==> src/rtl/if_stage_if.sv <==
// Bundle of the fetch stage's non-clock signals: decode feedback, program-load
// handshake, run control and the IF/ID outputs.
interface if_stage_if #(
  parameter int unsigned PC_SIZE  = 32,
  parameter int unsigned BUS_SIZE = 32
);
  logic                i_enable;
  logic                i_flush;
  logic                i_next_pc_src;
  logic [PC_SIZE-1:0]  i_next_not_seq_pc;
  logic                i_load_valid;
  logic [BUS_SIZE-1:0] i_load_data;
  logic                i_start;
  logic                i_clear;
  logic                o_load_ready;
  logic                o_mem_full;
  logic [BUS_SIZE-1:0] o_instruction;
  logic [PC_SIZE-1:0]  o_next_seq_pc;
  logic [PC_SIZE-1:0]  o_pc;
  logic                o_halt;

  modport master (
    output i_enable, i_flush, i_next_pc_src, i_next_not_seq_pc,
           i_load_valid, i_load_data, i_start, i_clear,
    input  o_load_ready, o_mem_full, o_instruction, o_next_seq_pc, o_pc, o_halt
  );

  modport slave (
    input  i_enable, i_flush, i_next_pc_src, i_next_not_seq_pc,
           i_load_valid, i_load_data, i_start, i_clear,
    output o_load_ready, o_mem_full, o_instruction, o_next_seq_pc, o_pc, o_halt
  );
endinterface

==> src/rtl/if_stage.sv <==
// Instruction fetch stage with loadable instruction memory, IF/ID latch and
// IDLE/RUN/HALTED run control.
module if_stage #(
  parameter int unsigned PC_SIZE        = 32,
  parameter int unsigned BUS_SIZE       = 32,
  parameter int unsigned MEM_SIZE_WORDS = 64
) (
  input  logic    i_clk,
  input  logic    i_reset,
  if_stage_if.slave bus
);
  localparam int unsigned AW = $clog2(MEM_SIZE_WORDS);

  typedef enum logic [1:0] {IDLE, RUN, HALTED} state_t;

  state_t              state, state_next;
  logic [BUS_SIZE-1:0] imem [MEM_SIZE_WORDS];
  logic [PC_SIZE-1:0]  pc, pc_seq, next_seq_pc;
  logic [BUS_SIZE-1:0] instruction, fetch_word;
  logic [AW:0]         wr_ptr;
  logic                load_ready, halt, load_we, advance, halt_hit, clear_all;

  assign pc_seq     = pc + PC_SIZE'(4);
  assign fetch_word = imem[pc[AW+1:2]];
  assign load_we    = (state == IDLE) && bus.i_load_valid && load_ready;
  assign advance    = (state == RUN) && bus.i_enable;
  // Halt only on a plain sequential advance; branch or flush wins.
  assign halt_hit   = advance && !bus.i_flush && !bus.i_next_pc_src && (fetch_word == '1);
  assign clear_all  = (state == HALTED) && bus.i_clear;

  always_ff @(posedge i_clk or negedge i_reset) begin
    if (!i_reset) state <= IDLE;
    else          state <= state_next;
  end

  always_comb begin
    state_next = state;
    case (state)
      IDLE:    if (bus.i_start) state_next = RUN;
      RUN:     if (halt_hit)    state_next = HALTED;
      HALTED:  if (bus.i_clear) state_next = IDLE;
      default: state_next = IDLE;
    endcase
  end

  always_comb begin
    load_ready = 1'b0;
    halt       = 1'b0;
    case (state)
      IDLE:    load_ready = !wr_ptr[AW];
      HALTED:  halt       = 1'b1;
      default: ;
    endcase
  end

  always_ff @(posedge i_clk or negedge i_reset) begin
    if (!i_reset) begin
      pc          <= '0;
      wr_ptr      <= '0;
      instruction <= '0;
      next_seq_pc <= '0;
    end else if (clear_all) begin
      pc          <= '0;
      wr_ptr      <= '0;
      instruction <= '0;
      next_seq_pc <= '0;
    end else begin
      if (load_we) wr_ptr <= wr_ptr + (AW+1)'(1);
      if (advance) begin
        next_seq_pc <= pc_seq;
        instruction <= bus.i_flush ? '0 : fetch_word;
        if (!halt_hit) pc <= bus.i_next_pc_src ? bus.i_next_not_seq_pc : pc_seq;
      end
    end
  end

  // Program memory is deliberately left out of reset so a reset keeps the program.
  always_ff @(posedge i_clk) begin
    if (load_we) imem[wr_ptr[AW-1:0]] <= bus.i_load_data;
  end

  assign bus.o_load_ready  = load_ready;
  assign bus.o_mem_full    = wr_ptr[AW];
  assign bus.o_instruction = instruction;
  assign bus.o_next_seq_pc = next_seq_pc;
  assign bus.o_pc          = pc;
  assign bus.o_halt        = halt;
endmodule

==> src/flat_wrapper.sv <==
// flat-port wrapper written by rule: the top's interface ports become plain ports
module if_stage_flat 
#(
  parameter int unsigned PC_SIZE        = 32,
  parameter int unsigned BUS_SIZE       = 32,
  parameter int unsigned MEM_SIZE_WORDS = 64
)
  (i_clk, i_reset, bus_i_enable, bus_i_flush, bus_i_next_pc_src, bus_i_next_not_seq_pc, bus_i_load_valid, bus_i_load_data, bus_i_start, bus_i_clear, bus_o_load_ready, bus_o_mem_full, bus_o_instruction, bus_o_next_seq_pc, bus_o_pc, bus_o_halt);
  if_stage_if #(.PC_SIZE(PC_SIZE), .BUS_SIZE(BUS_SIZE)) bus_i ();
  input  logic i_clk;
  input  logic i_reset;
  input wire logic [$bits(bus_i.i_enable)-1:0] bus_i_enable;
  input wire logic [$bits(bus_i.i_flush)-1:0] bus_i_flush;
  input wire logic [$bits(bus_i.i_next_pc_src)-1:0] bus_i_next_pc_src;
  input wire logic [$bits(bus_i.i_next_not_seq_pc)-1:0] bus_i_next_not_seq_pc;
  input wire logic [$bits(bus_i.i_load_valid)-1:0] bus_i_load_valid;
  input wire logic [$bits(bus_i.i_load_data)-1:0] bus_i_load_data;
  input wire logic [$bits(bus_i.i_start)-1:0] bus_i_start;
  input wire logic [$bits(bus_i.i_clear)-1:0] bus_i_clear;
  output wire logic [$bits(bus_i.o_load_ready)-1:0] bus_o_load_ready;
  output wire logic [$bits(bus_i.o_mem_full)-1:0] bus_o_mem_full;
  output wire logic [$bits(bus_i.o_instruction)-1:0] bus_o_instruction;
  output wire logic [$bits(bus_i.o_next_seq_pc)-1:0] bus_o_next_seq_pc;
  output wire logic [$bits(bus_i.o_pc)-1:0] bus_o_pc;
  output wire logic [$bits(bus_i.o_halt)-1:0] bus_o_halt;
  assign bus_i.i_enable = bus_i_enable;
  assign bus_i.i_flush = bus_i_flush;
  assign bus_i.i_next_pc_src = bus_i_next_pc_src;
  assign bus_i.i_next_not_seq_pc = bus_i_next_not_seq_pc;
  assign bus_i.i_load_valid = bus_i_load_valid;
  assign bus_i.i_load_data = bus_i_load_data;
  assign bus_i.i_start = bus_i_start;
  assign bus_i.i_clear = bus_i_clear;
  assign bus_o_load_ready = bus_i.o_load_ready;
  assign bus_o_mem_full = bus_i.o_mem_full;
  assign bus_o_instruction = bus_i.o_instruction;
  assign bus_o_next_seq_pc = bus_i.o_next_seq_pc;
  assign bus_o_pc = bus_i.o_pc;
  assign bus_o_halt = bus_i.o_halt;
  if_stage #(.PC_SIZE(PC_SIZE), .BUS_SIZE(BUS_SIZE), .MEM_SIZE_WORDS(MEM_SIZE_WORDS)) u_core (.i_clk(i_clk), .i_reset(i_reset), .bus(bus_i));
endmodule
==> config.mk <==
export PLATFORM = sky130hd
export DESIGN_NAME = if_stage_flat
export DESIGN_NICKNAME = d
export VERILOG_FILES = /design/src/rtl/if_stage_if.sv /design/src/rtl/if_stage.sv /design/src/flat_wrapper.sv
export SDC_FILE = /design/constraint.sdc
export NUM_CORES = 2
export LEC_CHECK = 0
export BUFFER_PORTS_ARGS = -buffer_cell sky130_fd_sc_hd__buf_2
export CAP_MARGIN = 20
export CORE_AREA = 3 3 332 579
export DETAILED_ROUTE_END_ITERATION = 10
export DIE_AREA = 0 0 335 582
export PLACE_DENSITY = 0.66
export SYNTH_ARGS = -nofsm -noshare
export SYNTH_HDL_FRONTEND = slang
export SYNTH_SLANG_ARGS = --single-unit
==> constraint.sdc <==
create_clock -name i_clk -period 6.29 [get_ports i_clk]
set_input_delay 1.258 -clock i_clk [delete_from_list [all_inputs] [get_ports i_clk]]
set_output_delay 1.258 -clock i_clk [all_outputs]
set_load 0.02 [all_outputs]
==> impl_results.md <==
* Outcome: completed
* CP delay by family, top: simple AND/OR/NAND/NOR gates
* Final setup fails at 0
* Routed length per instance at 34.9 um
* Detailed Route Iter0 Violations at 5417
* Switching pwr at 7.87 mW
* Synth unique cells at 88
* Yosys top cell area share at 73.0%
* Setup TNS at 0 ns
* Number of flops mapped to enable cells by yosys at 2048
* Warnings from Yosys at 0
* Syn nets at 4151
* GR Overflow Total at 0
* Reg clk slew, reported paths at 0.07 ns
* Layout cells sized above 1 at 27.2%
* Post-route ant nets at 0
* Post-layout nets at 4482
* H-tree depth at 4
* Min Clock Period, post-route at 5.87 ns
* GRT Overall Usage at 24.8%
* Die Ht at 582 um
* Internal power at 23.4 mW
* CP Data Arrival Time at 6.58 ns
* Synth area leader: edfxtp_1
* Worst EP required at 7.00 ns
* Initial core utilization at 44.9%
* CTS sink count at 2153
* Row cnt at 210
* Number of synthesized register bits at 2153
* Worst-Margin Slew at 1.19 ns
* Initial antenna violation count at 15
* Power per cell area at 330 nW/um2
* Async SR Flop Fraction at 4.88%
* Reg2reg path depth at 14
* Area grow syn2layout at 12.5%
* Clk_skew at 0.0335 ns
* R2r setup slk at 0.42 ns
* Reg-to-Reg Start: u_core.bus.o_pc[5]$_DFFE_PN0P_
* Critical path depth at 14
* Worst hold slack at 0.473 ns
* Routed vias at 44100
* Core Footprint at 188000 um2
* Worst Setup EP: u_core.bus.o_pc[11]$_DFFE_PN0P_
* F_max at 170 MHz
* Critical Path Start Type: register
* Worst VDD drop at 0.000207 V
* Post_cts resized at 0
* Number of hold buffers added after cts at 0
* Setup Fix Bufs, Post-CTS at 0
* Worst skew pair latency at 0.82 ns
* Global-route wire length before repair at 342000 um
* Comb power frac at 13.6%
* Final estimated routing congestion in global placement at 0.870
* # Max-Cap Violations at 0
* Post-route DRC violation count at 0
* Count of final max-slew check failures at 0
* Final Hold Vio Count at 0
* Vias per cell at 6.30
* Delay of the slowest critical-path stage at 0.90 ns
* Sequential power share at 51.2%
* CP startpoint: u_core.bus.o_pc[5]$_DFFE_PN0P_
* Min-Delay Path Class: reg2reg
* Switching part of the total at 25.2%
* Mean area per synthesized cell at 20.7 um2
* Io pins at 171
* Critical path capture point type: register
* CP max stage cell: nor2b_4
* Total Routed Length at 244000 um
* Kind of critical path: reg2reg
* Sequential share of the synthesized area at 76.1%
* Port Buffers at 170
* Die area at 195000 um2
* RSZ-0062 raised after global routing: false
* First-pass detailed-route iteration total at 5
* CP dominant cell by count: buf_4
* CTS tree: built
* Critical path buffers and inverters at 4
* Primary FF master, synth: edfxtp_1
* Die Wd at 335 um
* Cells along the critical path: buf_4, nor2b_4, buf_4, a22o_1, a221oi_1, a22oi_1, nand3_1, nor4_1, buf_4, nor4b_4, a21oi_4, or2_1, buf_4, o211ai_1
* Worst reg2reg endpoint: u_core.bus.o_pc[11]$_DFFE_PN0P_
* Final Cycle Share at 93.3%
* Leak Pwr at 30.4 nW
* Max Root-Sink Buffers at 4
* DP Wirelength at 149000 um
* Slew HR at 19.7%
* Num CTS Buffers at 181
* Dominant cells by area after synthesis: edfxtp_1 73%, mux4_2 11%, dfrtp_1 3.1%
* Root buffer cell: clkbuf_16
* Mapped Cells at 4077
* Crit Path Max Fanout at 29
* Number of global-route vias before repair at 44600
* Clock power share at 35.2%
* Post-Syn Area at 84200 um2
* Pin count of the biggest net entering global routing at 78
==> synth_stat cells (all sizes together) (4+ instances only) <==
| library cell | n |
|---|---|
| a31oi | 9 |
| o31ai | 20 |
| a22o | 29 |
| xnor2 | 21 |
| nand2 | 211 |
| nand3 | 53 |
| edfxtp | 2048 |
| nand4 | 15 |
| a21oi | 63 |
| nand3b | 5 |
| or2 | 6 |
| nor2b | 12 |
| clkbuf | 64 |
| o2111ai | 6 |
| dfrtp | 105 |
| o21ai | 101 |
| or3b | 4 |
| mux2i | 178 |
| and3 | 13 |
| nand4b | 4 |
| nor2 | 113 |
| o221ai | 16 |
| nand2b | 7 |
| xor2 | 9 |
| mux2 | 56 |
| a2111oi | 5 |
| a32oi | 4 |
| inv | 23 |
| a211oi | 13 |
| a221oi | 38 |
| nor3 | 10 |
| mux4 | 441 |
| o211ai | 23 |
| and2 | 8 |
| buf | 174 |
| o22ai | 29 |
| a211o | 6 |
| or3 | 6 |
| o41ai | 8 |
| nor4 | 8 |
| a22oi | 72 |
| a21o | 4 |
==> worst min-delay path by stage <==
stage | from | cells past startpoint | slack [ns] | endpoint
CTS | u_core.bus.o_instruction[14]$_DFFE_PN0P_ | 1 | 0.48 | u_core.bus.o_instruction[14]$_DFFE_PN0P_
detailed placement | u_core.bus.o_instruction[14]$_DFFE_PN0P_ | 1 | 0.46 | u_core.bus.o_instruction[14]$_DFFE_PN0P_
global placement | u_core.bus.o_next_seq_pc[16]$_DFFE_PN0P_ | 2 | 0.46 | u_core.bus.o_next_seq_pc[16]$_DFFE_PN0P_
global route | u_core.bus.o_instruction[14]$_DFFE_PN0P_ | 1 | 0.48 | u_core.bus.o_instruction[14]$_DFFE_PN0P_
finish | u_core.bus.o_instruction[14]$_DFFE_PN0P_ | 1 | 0.47 | u_core.bus.o_instruction[14]$_DFFE_PN0P_
floorplan | u_core.state[1]$_DFFE_PN0P_ | 1 | 0.45 | u_core.state[0]$_DFFE_PN0P_
==> power groups by stage <==
stage / Combinational, mW / Clock [mW] / Sequential, mW
floorplan: 2.49 / 0 / 16.3
global placement: 4.17 / 0 / 16.3
detailed placement: 4.21 / 0 / 16.3
CTS: 4.22 / 11.1 / 16.0
global route: 4.41 / 11.6 / 16.0
finish: 4.26 / 11.0 / 16.0
==> cell usage in the layout (no fill, tap or decap), types with 10 or more instances in the layout <==
cell	netlist	routed
edfxtp_1	2048	2048
mux4_2	430	430
nand2_1	211	211
clkbuf_16	0	185
mux2i_1	178	178
buf_4	42	174
buf_2	59	169
o21ai_0	100	100
dfrtp_1	105	99
a22oi_1	72	72
nor2_4	0	67
a21oi_1	62	62
mux2_2	55	55
nand3_1	53	53
nor2_1	112	44
buf_12	13	41
clkinv_2	0	39
a221oi_1	37	37
clkbuf_1	62	37
clkinv_1	0	33
a22o_1	29	29
o22ai_1	29	29
xnor2_1	21	21
o31ai_1	20	20
inv_1	22	19
nand4_1	15	15
o221ai_1	14	14
bufinv_16	0	14
and3_1	13	13
a211oi_1	13	13
o211ai_1	13	13
mux4_1	11	11
nor3_1	10	10
o211ai_2	10	10
==> kinds of logic (layout without fill, tap and decap cells) <==
group / after synthesis / count (layout) / synth area share (%)
AO/OA/AOI/OAI: 471 / 471 / 3.97
XOR/XNOR: 30 / 30 / 0.312
adder cells (fa/ha/maj): 2 / 2 / 0.0297
buffers and inverters: 263 / 730 / 2.23
flip-flops: 2153 / 2153 / 76.1
multiplexers: 675 / 675 / 14.7
other: 0 / 9 / 0
AND/OR/NAND/NOR: 483 / 483 / 2.64
==> per-stage QoR <==
step | utilization (%) | total power [mW] | setup slack, ns | instances | instance area [um2]
3_3_place_gp | 47.2 | 20.5 | 0.576 | 6637 | 88600
5_1_grt | 50.5 | 32.0 | 0.473 | 6985 | 94700
4_1_cts | 50.3 | 31.3 | 0.539 | 6962 | 94300
6_report | 50.5 | 31.3 | 0.423 | 6991 | 94800
3_5_place_dp | 47.3 | 20.5 | 0.559 | 6643 | 88700
2_1_floorplan | - | 18.8 | 2.43 | 4077 | 84200
==> registers in the layout (all words and copies together), names as in the netlist <==
| register | count |
|---|---|
| u_core.bus.o_next_seq_pc | 32 |
| u_core.wr_ptr | 7 |
| u_core.state | 2 |
| u_core.bus.o_instruction | 32 |
| u_core.bus.o_pc | 32 |
| u_core.imem | 2048 |
==> worst reg2reg max path, delay by kind of cell, from the launching register on <==
family                 cells  cell delay, ns
AO/OA/AOI/OAI              5            1.03
buffers and inverters      4            1.24
flip-flops                 1            0.74
AND/OR/NAND/NOR            5            2.77
==> area by class of cell <==
cell class	instances	area [um2]
clock buffers	225	4810
flip-flops and latches	2153	64100
well taps	2438	3050
multi-input cells	1661	18800
inverters	23	91.3
clock inverters	94	805
repair buffers	388	3070
diodes	9	22.5
fillers	14800	92900
==> metal layers <==
metal	share of wire (%)	up-vias	track usage, %
li1	-	17500	-
met1	34	23300	29.6
met2	51	2541	42.6
met3	8.0	678	3.95
met4	6.9	8	14.8
met5	0.023	-	0
No activity file was read; power rests on OpenSTA's default activity.
